**src/rtl/jk_excitation_driver.sv**
```systemverilog
// Derives per-bit J/K excitation that moves a JK flip-flop bank to a target word,
// applies it for one clock, reads the bank back and retries a bounded number of times.
module jk_excitation_driver #(
  parameter int WIDTH     = 8,
  parameter int DC_MODE   = 0,
  parameter int MAX_RETRY = 2
) (
  input  logic                       clk,
  input  logic                       rst_n,
  input  logic                       tgt_valid,
  output logic                       tgt_ready,
  input  logic [WIDTH-1:0]           tgt_data,
  input  logic [WIDTH-1:0]           q_fb,
  output logic [WIDTH-1:0]           J,
  output logic [WIDTH-1:0]           K,
  output logic                       busy,
  output logic                       done,
  output logic                       err,
  output logic [$clog2(WIDTH+1)-1:0] chg_cnt
);

  localparam int CW = $clog2(WIDTH+1);

  typedef enum logic [1:0] {
    IDLE,
    CALC,
    APPLY,
    CHECK
  } state_t;

  state_t           state;
  state_t           state_nxt;
  logic [WIDTH-1:0] tgt_r;
  logic [WIDTH-1:0] j_calc;
  logic [WIDTH-1:0] k_calc;
  logic [WIDTH-1:0] diff;
  logic [CW-1:0]    pop;
  logic [2:0]       retry;
  logic             match;
  logic             retry_ok;

  assign tgt_ready = (state == IDLE);
  assign busy      = (state != IDLE);
  assign diff      = tgt_r ^ q_fb;
  assign match     = (diff == '0);
  assign retry_ok  = (retry < 3'(MAX_RETRY));

  // x-resolution of the JK excitation table
  always_comb begin
    j_calc = '0;
    k_calc = '0;
    if (DC_MODE == 0) begin
      j_calc = ~q_fb & tgt_r;
      k_calc = q_fb & ~tgt_r;
    end else begin
      j_calc = q_fb | tgt_r;
      k_calc = ~(q_fb & tgt_r);
    end
  end

  always_comb begin
    pop = '0;
    for (int i = 0; i < WIDTH; i++)
      pop = pop + CW'(diff[i]);
  end

  always_ff @(posedge clk or negedge rst_n) begin
    if (!rst_n) state <= IDLE;
    else        state <= state_nxt;
  end

  always_comb begin
    state_nxt = state;
    unique case (state)
      IDLE:  if (tgt_valid) state_nxt = CALC;
      CALC:  state_nxt = APPLY;
      APPLY: state_nxt = CHECK;
      CHECK: begin
        if (match)         state_nxt = IDLE;
        else if (retry_ok) state_nxt = CALC;
        else               state_nxt = IDLE;
      end
      default: state_nxt = IDLE;
    endcase
  end

  always_ff @(posedge clk or negedge rst_n) begin
    if (!rst_n) begin
      J       <= '0;
      K       <= '0;
      tgt_r   <= '0;
      retry   <= '0;
      done    <= 1'b0;
      err     <= 1'b0;
      chg_cnt <= '0;
    end else begin
      J    <= '0;
      K    <= '0;
      done <= 1'b0;
      err  <= 1'b0;
      unique case (state)
        IDLE: begin
          if (tgt_valid) begin
            tgt_r <= tgt_data;
            retry <= '0;
          end
        end
        CALC: begin
          J <= j_calc;
          K <= k_calc;
          if (retry == '0) chg_cnt <= pop;
        end
        APPLY: ;
        CHECK: begin
          if (match)         done  <= 1'b1;
          else if (retry_ok) retry <= retry + 3'd1;
          else               err   <= 1'b1;
        end
        default: ;
      endcase
    end
  end

endmodule

```
**config.mk**
```make
export PLATFORM = sky130hd
export DESIGN_NAME = jk_excitation_driver
export DESIGN_NICKNAME = d
export VERILOG_FILES = /design/src/rtl/jk_excitation_driver.sv
export SDC_FILE = /design/constraint.sdc
export NUM_CORES = 1
export LEC_CHECK = 0
export ABC_CLOCK_PERIOD_IN_PS = 6800
export BUFFER_PORTS_ARGS = -buffer_cell sky130_fd_sc_hd__buf_2
export CORE_UTILIZATION = 35
export CTS_CLUSTER_SIZE = 30
export DETAILED_ROUTE_END_ITERATION = 6
export PLACE_DENSITY = 0.62
export SLEW_MARGIN = 10
export SYNTH_ARGS = -nofsm -noshare
export SYNTH_HDL_FRONTEND = slang
export SYNTH_SLANG_ARGS = --single-unit
```
**constraint.sdc**
```tcl
create_clock -name clk -period 6.8 [get_ports clk]
set_input_delay 1.36 -clock clk [delete_from_list [all_inputs] [get_ports clk]]
set_output_delay 1.36 -clock clk [all_outputs]
set_load 0.05 [all_outputs]
```
# Word level (Yosys, flattened, before mapping)
# Cells that the tools add are included.
# word_totals
regBits	35
inputBits	19
out_inout_bits	24
wordCells	51
# op_classes
add_sub_neg	8
n_lt_le_gt_ge	1
eq_ne	6
n_mux	15
bitwise	5
n_reduce_logical	8
# op_table
cell	count
$add A4 B1 Y4	4
$and A8 B8 Y8	2
$mux W8	2
$not A8 Y8	2
$mux W3	3
$logic_not A8 Y1	1
$pmux W2 S4	1
$xor A8 B8 Y8	1
$mux W1	7
$ne A2 B2 Y1 const B	3
$pmux W3 S2	1
$add A3 B1 Y4	1
$eq A2 B2 Y1 const B	2
$reduce_and A2 Y1	2
$reduce_and A4 Y1	1
$reduce_bool A2 Y1	2
$add A2 B1 Y3	1
$add A3 B1 Y3 const B	1
$logic_not A3 Y1	1
$lt A3 B2 Y1 const B	1
$add A1 B1 Y2	1
$eq A2 B1 Y1 const B	1
$logic_not A2 Y1	1
$mux W2	1

# Logic depth before layout (Yosys ltp)
# Gate-level depths: netlist of the first run.
# logic_depth
ltp_word	8
mapped_depth	13
mapped_depth_nobuf	13

# Worst setup path before layout of the first run
# OpenSTA, ideal clock, no wires.
# synth_timing
path_kind	input -> register
from	input q_fb[0]
to	register chg_cnt[2]
setup_ns	0.083
arrival_time_ns	4.194
required_ns	6.717
setup_slack_ns	2.524
path_stages	13
n_path_buf	0
cell_sequence	inv_1 -> ha_1 -> inv_1 -> fa_1 -> inv_1 -> fa_1 -> fa_1 -> inv_1 -> ha_1 -> inv_1 -> fa_1 -> xor2_1 -> o21ai_0
# synth_via
elab_chain_cells	8
# synth_rtl
item	line_no	text
from (decl)	13	input logic [WIDTH-1:0] q_fb,
$xor A8 B8 Y8	44	assign diff = tgt_r ^ q_fb;
$add A1 B1 Y2	64	pop = pop + CW'(diff[i]);
$add A2 B1 Y3	64	
$add A3 B1 Y4	64	
$add A4 B1 Y4 (4 in series)	64	
to (signal assigned)	111	if (retry == '0) chg_cnt <= pop;
to (decl)	19	output logic [$clog2(WIDTH+1)-1:0] chg_cnt
# No other way between the ends.
# A chain may end at the register's enable or synchronous reset.

# Worst setup path after layout of the first run
# Same ends and word-level chain as after synthesis.

==> results of run 1 <==
cells in the final DEF (no fill, tap or decap), types with 2 or more instances in the layout:
master	count
o21ai_0	7
mux2_4	8
a21oi_1	2
dfrtp_1	35
o211ai_1	2
nand4_1	2
clkbuf_8	6
buf_2	42
and2_1	16
nand2_1	3
ha_1	25
nor2_1	5
inv_1	32
nand2b_1	2
fa_1	4
path summary, 6_finish.rpt:
check	end	slack, ns	cells after the start
setup / recovery	chg_cnt[2]$_DFFE_PN0P_	2.56	14
hold / removal	chg_cnt[3]$_DFFE_PN0P_	0.51	1
setup reg to reg	chg_cnt[2]$_DFFE_PN0P_	3.35	12
hold reg to reg	chg_cnt[3]$_DFFE_PN0P_	0.51	1
max in group asynchronous	chg_cnt[2]$_DFFE_PN0P_	5.17	1
min in group asynchronous	J[7]$_DFF_PN0_	1.15	1
metal layers:
layer	track usage [%]	share of wire, %	vias up
met1	13.92	41	532
met5	0	0	-
met4	6.289	2.4	0
li1	-	-	579
met3	5.014	7.4	5
met2	19.82	49	30
registers in the layout, summed over array words and instances, names as in the netlist:
name	count
J	8
chg_cnt	4
done	1
K	8
err	1
retry	3
tgt_r	8
state	2
worst max-delay path: cells and delay by family:
kind                     cells  cell delay, ns
AO/OA/AOI/OAI                1            0.16
XOR/XNOR                     1            0.15
adder cells (fa/ha/maj)      6            2.38
buffers and inverters        6            0.38
stage by stage:
| step | power [mW] | cells | instance area, µm² |
|---|---|---|---|
| after detailed placement | 1.014 | 266 | 2120 |
| after floorplan | 0.8668 | 156 | 1837 |
| after global placement | 0.9974 | 266 | 2120 |
| after global routing | 1.275 | 273 | 2207 |
| after CTS | 1.172 | 273 | 2207 |
| final | 1.151 | 273 | 2207 |
report_power, final:
group / switching, mW / internal [mW]
logic: 0.418 / 0.265
clock network: 0.0679 / 0.0793
registers: 0.0417 / 0.280
total: 0.528 / 0.623
kinds of logic after synthesis:
family                     count (synthesis)
AOI/OAI and AO/OA                         15
xor gates and xnor gates                   1
adders and majority gates                 29
buffers and inverters                     34
DFF                                       35
muxes                                     10
and+or+nand+nor                           32
cell usage after synthesis:
cell type	count
a21oi_1	2
a22o_1	1
a32oi_1	1
and2_1	16
buf_6	1
clkbuf_1	1
dfrtp_1	35
fa_1	4
ha_1	25
inv_1	32
mux2_2	1
mux2_4	8
mux2i_1	1
nand2_1	3
nand2_2	1
nand2b_1	2
nand3_1	1
nand3b_4	1
nand4_1	2
nor2_1	5
nor2_2	1
o211ai_1	2
o21ai_0	7
o21ai_1	1
o31ai_1	1
xor2_1	1
cell type report:
type	count	area, µm²
inverter	32	120.1
sequential	35	875.8
clock buffer	6	82.58
multi-input combinational	87	825.8
fill	512	2868
timing repair buffer	42	210.2
tap	70	87.58
clock inverter	1	5.005
==> results.tsv, run 1 <==
stage	metric	value	unit
synth	synth_area	0.001837	mm²
floorplan	core-area	0.005075	mm²
cts	cts.sinks	35	
place	portBuffers	42	
setup_path	crit_chain	buf_2 -> inv_1 -> ha_1 -> inv_1 -> fa_1 -> inv_1 -> fa_1 -> fa_1 -> inv_1 -> ha_1 -> inv_1 -> fa_1 -> xor2_1 -> o21ai_0	
sta	skew	0.006079	ns
setup_path	timing.rr.start	tgt_r[0]$_DFFE_PN0P_	
global_route	grt_pass1_vias	1052	
synth	synth_top_area_share	47.68	%
cts	hold_buffers	0	
synth	ys_seq_area_share	47.68	%
run_status	outcome	finished, final reports clean	
synth	synth_compound_area_share	4.905	%
worst_hold_path	hp-start	chg_cnt[3]$_DFFE_PN0P_	
setup_path	critPathMaxFanout	2	
sta	fin_tns_setup	0	ns
sta	fin_ws	2.557	ns
synth	synth_top_family_by_area	adder cells	
global_route	track_usage	12.26	%
drt	wl	2952	µm
power_and_ir_drop	leakage	1.278	nW
drt	ant_nets	0	
sta	hold_slack	0.5066	ns
sta	setup_viol	0	
cts	ctsResizeCount	0	
place	post-place-ws	2.306	ns
sta	fin_crit_sh	62.40	%
final_layout	drive_gt1_share	30.05	%
synth	synthAdderAreaFrac	21.39	%
worst_hold_path	hold_class	reg2reg	
global_route	grt_max_degree	36	
synth	ys_seq_elements	35	
drt	via_count	1146	
synth	synth_area_leader_cell	dfrtp_1	
setup_path	crit_top_cell	inv_1	
drt	avgViaCountPerCell	4.198	
global_route	antenna_found_initial	0	
synth	synth_nets	204	
cts	clk_latency	0.28	ns
setup_path	required	6.99	ns
sta	tightest_slew	0.7575	ns
synth	synth_xor_area_share	0.4768	%
sta	finalHoldViolations	0	
synth	yosys-mux-area-fraction	7.698	%
floorplan	die-area	0.005541	mm²
cts	htreeDepth	2	
drt	drt_iter0_drc	65	
synth	synth_top_cells_by_area	dfrtp_1 48%, ha_1 17%, inv_1 6.5%	
sta	slew_violations	0	
final_layout	fin_util	43.49	%
cts	cts_root_buf	clkbuf_8	
drt	first_pass_iters	4	
sta	post-route-min-period	4.243	ns
flow_run	cap_violations	0	
setup_path	slowest_delay	0.53	ns
sta	fmax	0.2357	GHz
floorplan	start_util	36.19	%
synth	postSynthAreaPerCell	11.77	µm²
floorplan	die_h	74.44	µm
setup_path	arrival	4.44	ns
cts	cts_buffers	5	
final_layout	num-nets-final	251	
setup_path	critPathKind	in2reg	
setup_path	crit_start	q_fb[0]	
sta	rsz0062_at_grt	no	
floorplan	rows	26	
synth	synthSimpleGateAreaFrac	10.49	%
power_and_ir_drop	ir_drop	166.4	µV
setup_path	end_kind	flop	
global_route	grt_pass1_wl	4836	µm
synth	yosysWarnings	0	
place	gp_congestion	0.8069	
sta	slew_headroom	49.50	%
power_and_ir_drop	p_per_area	521.5	mW/mm²
setup_path	critical_path.slowest_cell	fa_1	
global_route	overflow	0	
cts	postCtsSetupBuffers	0	
floorplan	ios	43	
place	hpwl	2208	µm
final_layout	area_growth	20.16	%
drt	post_drt_wl_per_cell	10.81	µm
drt	drc	0	
setup_path	startpoint_type	primary input	
floorplan	die_w	74.44	µm
cts	clk_pin_slew	0.06	ns
final_layout	antenna_cells	0	
synth	synth_cell_types	26	
cts	clockBufferDepth	2	
cts	tritoncts	built	
synth	synth_cells	156	
(Power assumes the default switching activity.)
==> run 2, diff against run 1 <==
- ABC_CLOCK_PERIOD_IN_PS: 6800 -> 3600
- PLACE_DENSITY: 0.62 -> 0.64
- clock period: 6.8 -> 3.6 ns (I/O delays scaled with it)
==> results.tsv, run 2 (synthesized netlist as in run 1, its figures left out) <==
stage	metric	value	unit
sta	fin_ws	0.09979	ns
place	post-place-ws	-0.2492	ns
cts	htreeDepth	2	
setup_path	slowest_delay	0.52	ns
global_route	grt_pass1_wl	4864	µm
cts	clk_pin_slew	0.07	ns
global_route	antenna_found_initial	0	
final_layout	antenna_cells	0	
drt	drc	0	
power_and_ir_drop	combPwrFrac	57.8	%
final_layout	drive_gt1_share	33.17	%
drt	wl	3042	µm
setup_path	startpoint_type	primary input	
setup_path	r2r_end	chg_cnt[2]$_DFFE_PN0P_	
global_route	use_met1	15.58	%
final_layout	area_growth	24.93	%
power_and_ir_drop	seq_power_share	26.4	%
setup_path	critical_path.slowest_cell	fa_1	
final_layout	seq_area	875.8	µm²
final_layout	fin_util	45.22	%
setup_path	worst-path-buf-inv	6	
floorplan	die_w	74.44	µm
power_and_ir_drop	intPower	1.287	mW
floorplan	die-area	0.005541	mm²
power_and_ir_drop	p_switching	1.023	mW
cts	cts_root_buf	clkbuf_8	
power_and_ir_drop	ir_drop	343.4	µV
sta	rsz0062_at_grt	no	
drt	ant_nets	0	
cts	cts_buffers	5	
cts	clockBufferDepth	2	
global_route	grt_max_degree	36	
final_layout	num-nets-final	255	
global_route	met2_usage	18.22	%
sta	fin_crit_sh	97.23	%
sta	finalHoldViolations	0	
floorplan	ios	43	
sta	slew_headroom	47.91	%
final_layout	reg.largest.list	J: 8 flops, K: 8 flops, tgt_r: 8 flops	
final_layout	mostFrequentLayoutCells	42 x buf_2, 35 x dfrtp_1, 32 x inv_1	
power_and_ir_drop	p_per_area	1007	mW/mm²
setup_path	crit_chain	buf_2 -> inv_1 -> ha_4 -> inv_1 -> fa_1 -> inv_1 -> fa_1 -> fa_1 -> inv_1 -> ha_2 -> inv_1 -> fa_1 -> xor2_1 -> o21ai_0	
floorplan	core-area	0.005075	mm²
cts	tritoncts	built	
cts	cts.sinks	35	
worst_hold_path	hold_class	in2async	
sta	fmax	0.2857	GHz
setup_path	end_kind	flop	
place	portBuffers	42	
sta	tightest_slew	0.7813	ns
power_and_ir_drop	power.share.clock	15.8	%
final_layout	fillers	490	
global_route	track_usage	12.30	%
global_route	met3_usage	5.149	%
sta	fin_tns_setup	0	ns
sta	skew	0.005686	ns
power_and_ir_drop	leakage	1.309	nW
drt	first_pass_iters	4	
final_layout	multi_input_area	853.3	µm²
setup_path	crit_top_cell	inv_1	
setup_path	critPathKind	in2reg	
global_route	overflow	0	
floorplan	start_util	36.19	%
run_status	outcome	finished, final reports clean	
place	hpwl	2169	µm
floorplan	die_h	74.44	µm
sta	hold_slack	0.5064	ns
final_layout	layout_commonest_cell	buf_2	
setup_path	critPathMaxFanout	2	
setup_path	required	3.81	ns
sta	post-route-min-period	3.500	ns
sta	slew_violations	0	
setup_path	arrival	3.71	ns
floorplan	rows	26	
power_and_ir_drop	total_power	2.310	mW
flow_run	cap_violations	0	
power_and_ir_drop	swShare	44.28	%
cts	hold_buffers	0	
setup_path	r2r_cells	12	
setup_path	cpLargestDelayFamily	adder cells	
drt	via_count	1163	
drt	post_drt_wl_per_cell	10.94	µm
global_route	busiest_layer	met2	
global_route	grt_pass1_vias	1026	
cts	postCtsSetupBuffers	0	
place	gp_congestion	0.8278	
drt	drt_iter0_drc	50	
cts	clk_latency	0.29	ns
setup_path	regToRegSetupSlack	0.25	ns
setup_path	timing.rr.start	tgt_r[0]$_DFFE_PN0P_	
drt	avgViaCountPerCell	4.183	
sta	setup_viol	0	
run 2: cell count changes in the layout (fill, tap and decap cells not counted), sizes merged:
cell,delta
bufinv,+1
buf,+4
run 2: power by group through the flow:
stage / combinational [mW] / clock, mW / sequential (mW)
after floorplan: 0.820 / 0 / 0.815
after global placement: 1.30 / 0 / 0.612
after detailed placement: 1.30 / 0 / 0.614
after CTS: 1.34 / 0.376 / 0.607
after global routing: 1.51 / 0.393 / 0.632
final: 1.33 / 0.364 / 0.611
run 2: worst max path at each step:
stage	cells after the start	endpoint	startpoint	slack (ns)
2_1_floorplan	13	chg_cnt[2]$_DFFE_PN0P_	q_fb[0]	0.008
3_3_place_gp	14	chg_cnt[2]$_DFFE_PN0P_	q_fb[0]	-0.18
3_5_place_dp	14	chg_cnt[2]$_DFFE_PN0P_	q_fb[0]	-0.25
4_1_cts	14	chg_cnt[2]$_DFFE_PN0P_	q_fb[0]	0.09
5_1_grt	14	chg_cnt[2]$_DFFE_PN0P_	q_fb[1]	0.006
6_report	14	chg_cnt[2]$_DFFE_PN0P_	q_fb[0]	0.1
run 2: metal layers:
metal / up-vias / part of all wire (%)
met5: - / 0
met4: 0 / 1.9
met3: 6 / 6.2
met2: 30 / 45
met1: 536 / 47
li1: 591 / -
run 2: metrics by stage:
| step | instances | instance area [µm²] |
|---|---|---|
| after floorplan | 156 | 1837 |
| after global placement | 270 | 2150 |
| after detailed placement | 270 | 2150 |
| after CTS | 278 | 2267 |
| after global routing | 278 | 2295 |
| final | 278 | 2295 |
run 2: repair_timing:
item	in CTS	in global routing
resized for setup	0	3
endpoints found under the hold margin	0	0
endpoints found under the setup margin	0	1
run 2: final cells by class:
cell class | count | area share [%]
inverter | 32 | 5.234
tap | 70 | 3.817
timing repair buffer | 46 | 10.47
clock inverter | 2 | 1.527
clock buffer | 6 | 3.599
sequential | 35 | 38.17
multi-input combinational | 87 | 37.19
==> run 3, diff against run 2 <==
- ABC_CLOCK_PERIOD_IN_PS: 3600 -> 3700
- CTS_BUF_LIST: default -> sky130_fd_sc_hd__clkbuf_2
- PLACE_DENSITY: 0.64 -> 0.62
- clock period: 3.6 -> 3.7 ns (I/O delays scaled with it)
==> results.tsv, run 3 (synthesized netlist as in run 1, its figures left out) <==
stage	metric	value	unit
floorplan	rows	26	
final_layout	antenna_cells	0	
global_route	grt_pass1_vias	1131	
place	gp_congestion	0.8208	
drt	wl	3002	µm
place	hpwl	2261	µm
final_layout	area_growth	19.28	%
final_layout	drive_gt1_share	31.25	%
drt	ant_nets	0	
setup_path	critPathKind	in2reg	
setup_path	end_kind	flop	
sta	fin_crit_sh	94.02	%
place	portBuffers	42	
cts	clk_pin_slew	0.16	ns
drt	drc	0	
cts	hold_buffers	0	
worst_hold_path	hold_class	in2async	
final_layout	mostFrequentLayoutCells	42 x buf_2, 35 x dfrtp_1, 32 x inv_1	
sta	slew_headroom	49.27	%
cts	htreeDepth	2	
floorplan	ios	43	
setup_path	r2r_cells	12	
floorplan	die_h	74.44	µm
power_and_ir_drop	ir_drop	314.2	µV
sta	tightest_slew	0.7610	ns
sta	fin_ws	0.2212	ns
place	post-place-cells	271	
drt	post_drt_wl_per_cell	10.80	µm
sta	finalHoldViolations	0	
cts	postCtsSetupBuffers	0	
global_route	overflow	0	
cts	cts_root_buf	clkbuf_2	
setup_path	critPathMaxFanout	2	
sta	rsz0062_at_grt	no	
power_and_ir_drop	p_per_area	926.5	mW/mm²
global_route	grt_max_degree	36	
cts	ctsResizeCount	0	
flow_run	cap_violations	0	
setup_path	arrival	3.78	ns
floorplan	die-area	0.005541	mm²
final_layout	num-nets-final	256	
sta	hold_slack	0.4172	ns
floorplan	core-area	0.005075	mm²
sta	post-route-min-period	3.479	ns
drt	via_count	1169	
drt	avgViaCountPerCell	4.205	
sta	fmax	0.2875	GHz
sta	setup_viol	0	
sta	slew_violations	0	
cts	clockBufferDepth	2	
sta	skew	0.01025	ns
floorplan	die_w	74.44	µm
cts	cts_buffers	5	
place	post-place-ws	-0.1887	ns
final_layout	layout_commonest_cell	buf_2	
cts	cts.sinks	35	
setup_path	required	4.00	ns
floorplan	start_util	36.19	%
drt	first_pass_iters	4	
final_layout	reg.largest.list	J: 8 flops, K: 8 flops, tgt_r: 8 flops	
run_status	outcome	finished, final reports clean	
global_route	antenna_found_initial	0	
final_layout	final_cells	278	
cts	clk_latency	0.37	ns
power_and_ir_drop	leakage	1.281	nW
setup_path	startpoint_type	primary input	
global_route	track_usage	12.71	%
cts	tritoncts	built	
sta	fin_tns_setup	0	ns
final_layout	fin_util	43.17	%
global_route	grt_pass1_wl	5147	µm
drt	drt_iter0_drc	37	
[run 3: report_power, final]
group | leakage (nW) | internal, mW | switching, mW
sequential | 0.453 | 0.511 | 0.0758
clock | 0.0262 | 0.0399 | 0.119
combinational | 0.801 | 0.509 | 0.774
total | 1.28 | 1.06 | 0.970
[run 3: per-layer routing]
layer | GRT usage [%] | wire, µm | vias to the layer above | part of all wire, %
met3 | 5.285 | 188 | 7 | 6.3
met1 | 15.78 | 1367 | 543 | 46
li1 | - | - | 592 | -
met2 | 19.32 | 1389 | 27 | 46
met5 | 0 | 0 | - | 0
met4 | 5.660 | 55 | 0 | 1.8
[run 3: cell type report]
class | instances | area (µm²)
inverters | 32 | 120.1
clock buffers | 5 | 25.02
clock inverters | 2 | 8.758
flip-flops and latches | 35 | 875.8
fillers | 503 | 2884
well taps | 70 | 87.58
repair buffers | 47 | 247.7
multi-input cells | 87 | 825.8
[run 3: final timing paths]
| kind | from | to | slack [ns] |
|---|---|---|---|
| min in group clk | chg_cnt[1]$_DFFE_PN0P_ | chg_cnt[1]$_DFFE_PN0P_ | 0.52 |
| max in group asynchronous | rst_n | state[1]$_DFFE_PN0P_ | 2.80 |
| hold / removal | rst_n | tgt_r[6]$_DFFE_PN0P_ | 0.42 |
| setup reg to reg | tgt_r[0]$_DFFE_PN0P_ | chg_cnt[2]$_DFFE_PN0P_ | 0.29 |
| hold reg to reg | chg_cnt[1]$_DFFE_PN0P_ | chg_cnt[1]$_DFFE_PN0P_ | 0.52 |
| setup / recovery | q_fb[0] | chg_cnt[2]$_DFFE_PN0P_ | 0.22 |
[run 3: worst max-delay path, stage by stage]
cell and delay (ns):
buf_2 0.09, inv_1 0.04, ha_1 0.29, inv_1 0.07, fa_1 0.53, inv_1 0.05
fa_1 0.50, fa_1 0.48, inv_1 0.07, ha_1 0.16, inv_1 0.06, fa_1 0.42
xor2_1 0.15, o21ai_0 0.13
[run 3: through the flow]
stage / power [mW] / area (µm²)
global route: 2.264 / 2191
CTS: 2.061 / 2191
finish: 2.030 / 2191
detailed placement: 1.879 / 2157
floorplan: 1.593 / 1837
global placement: 1.862 / 2157
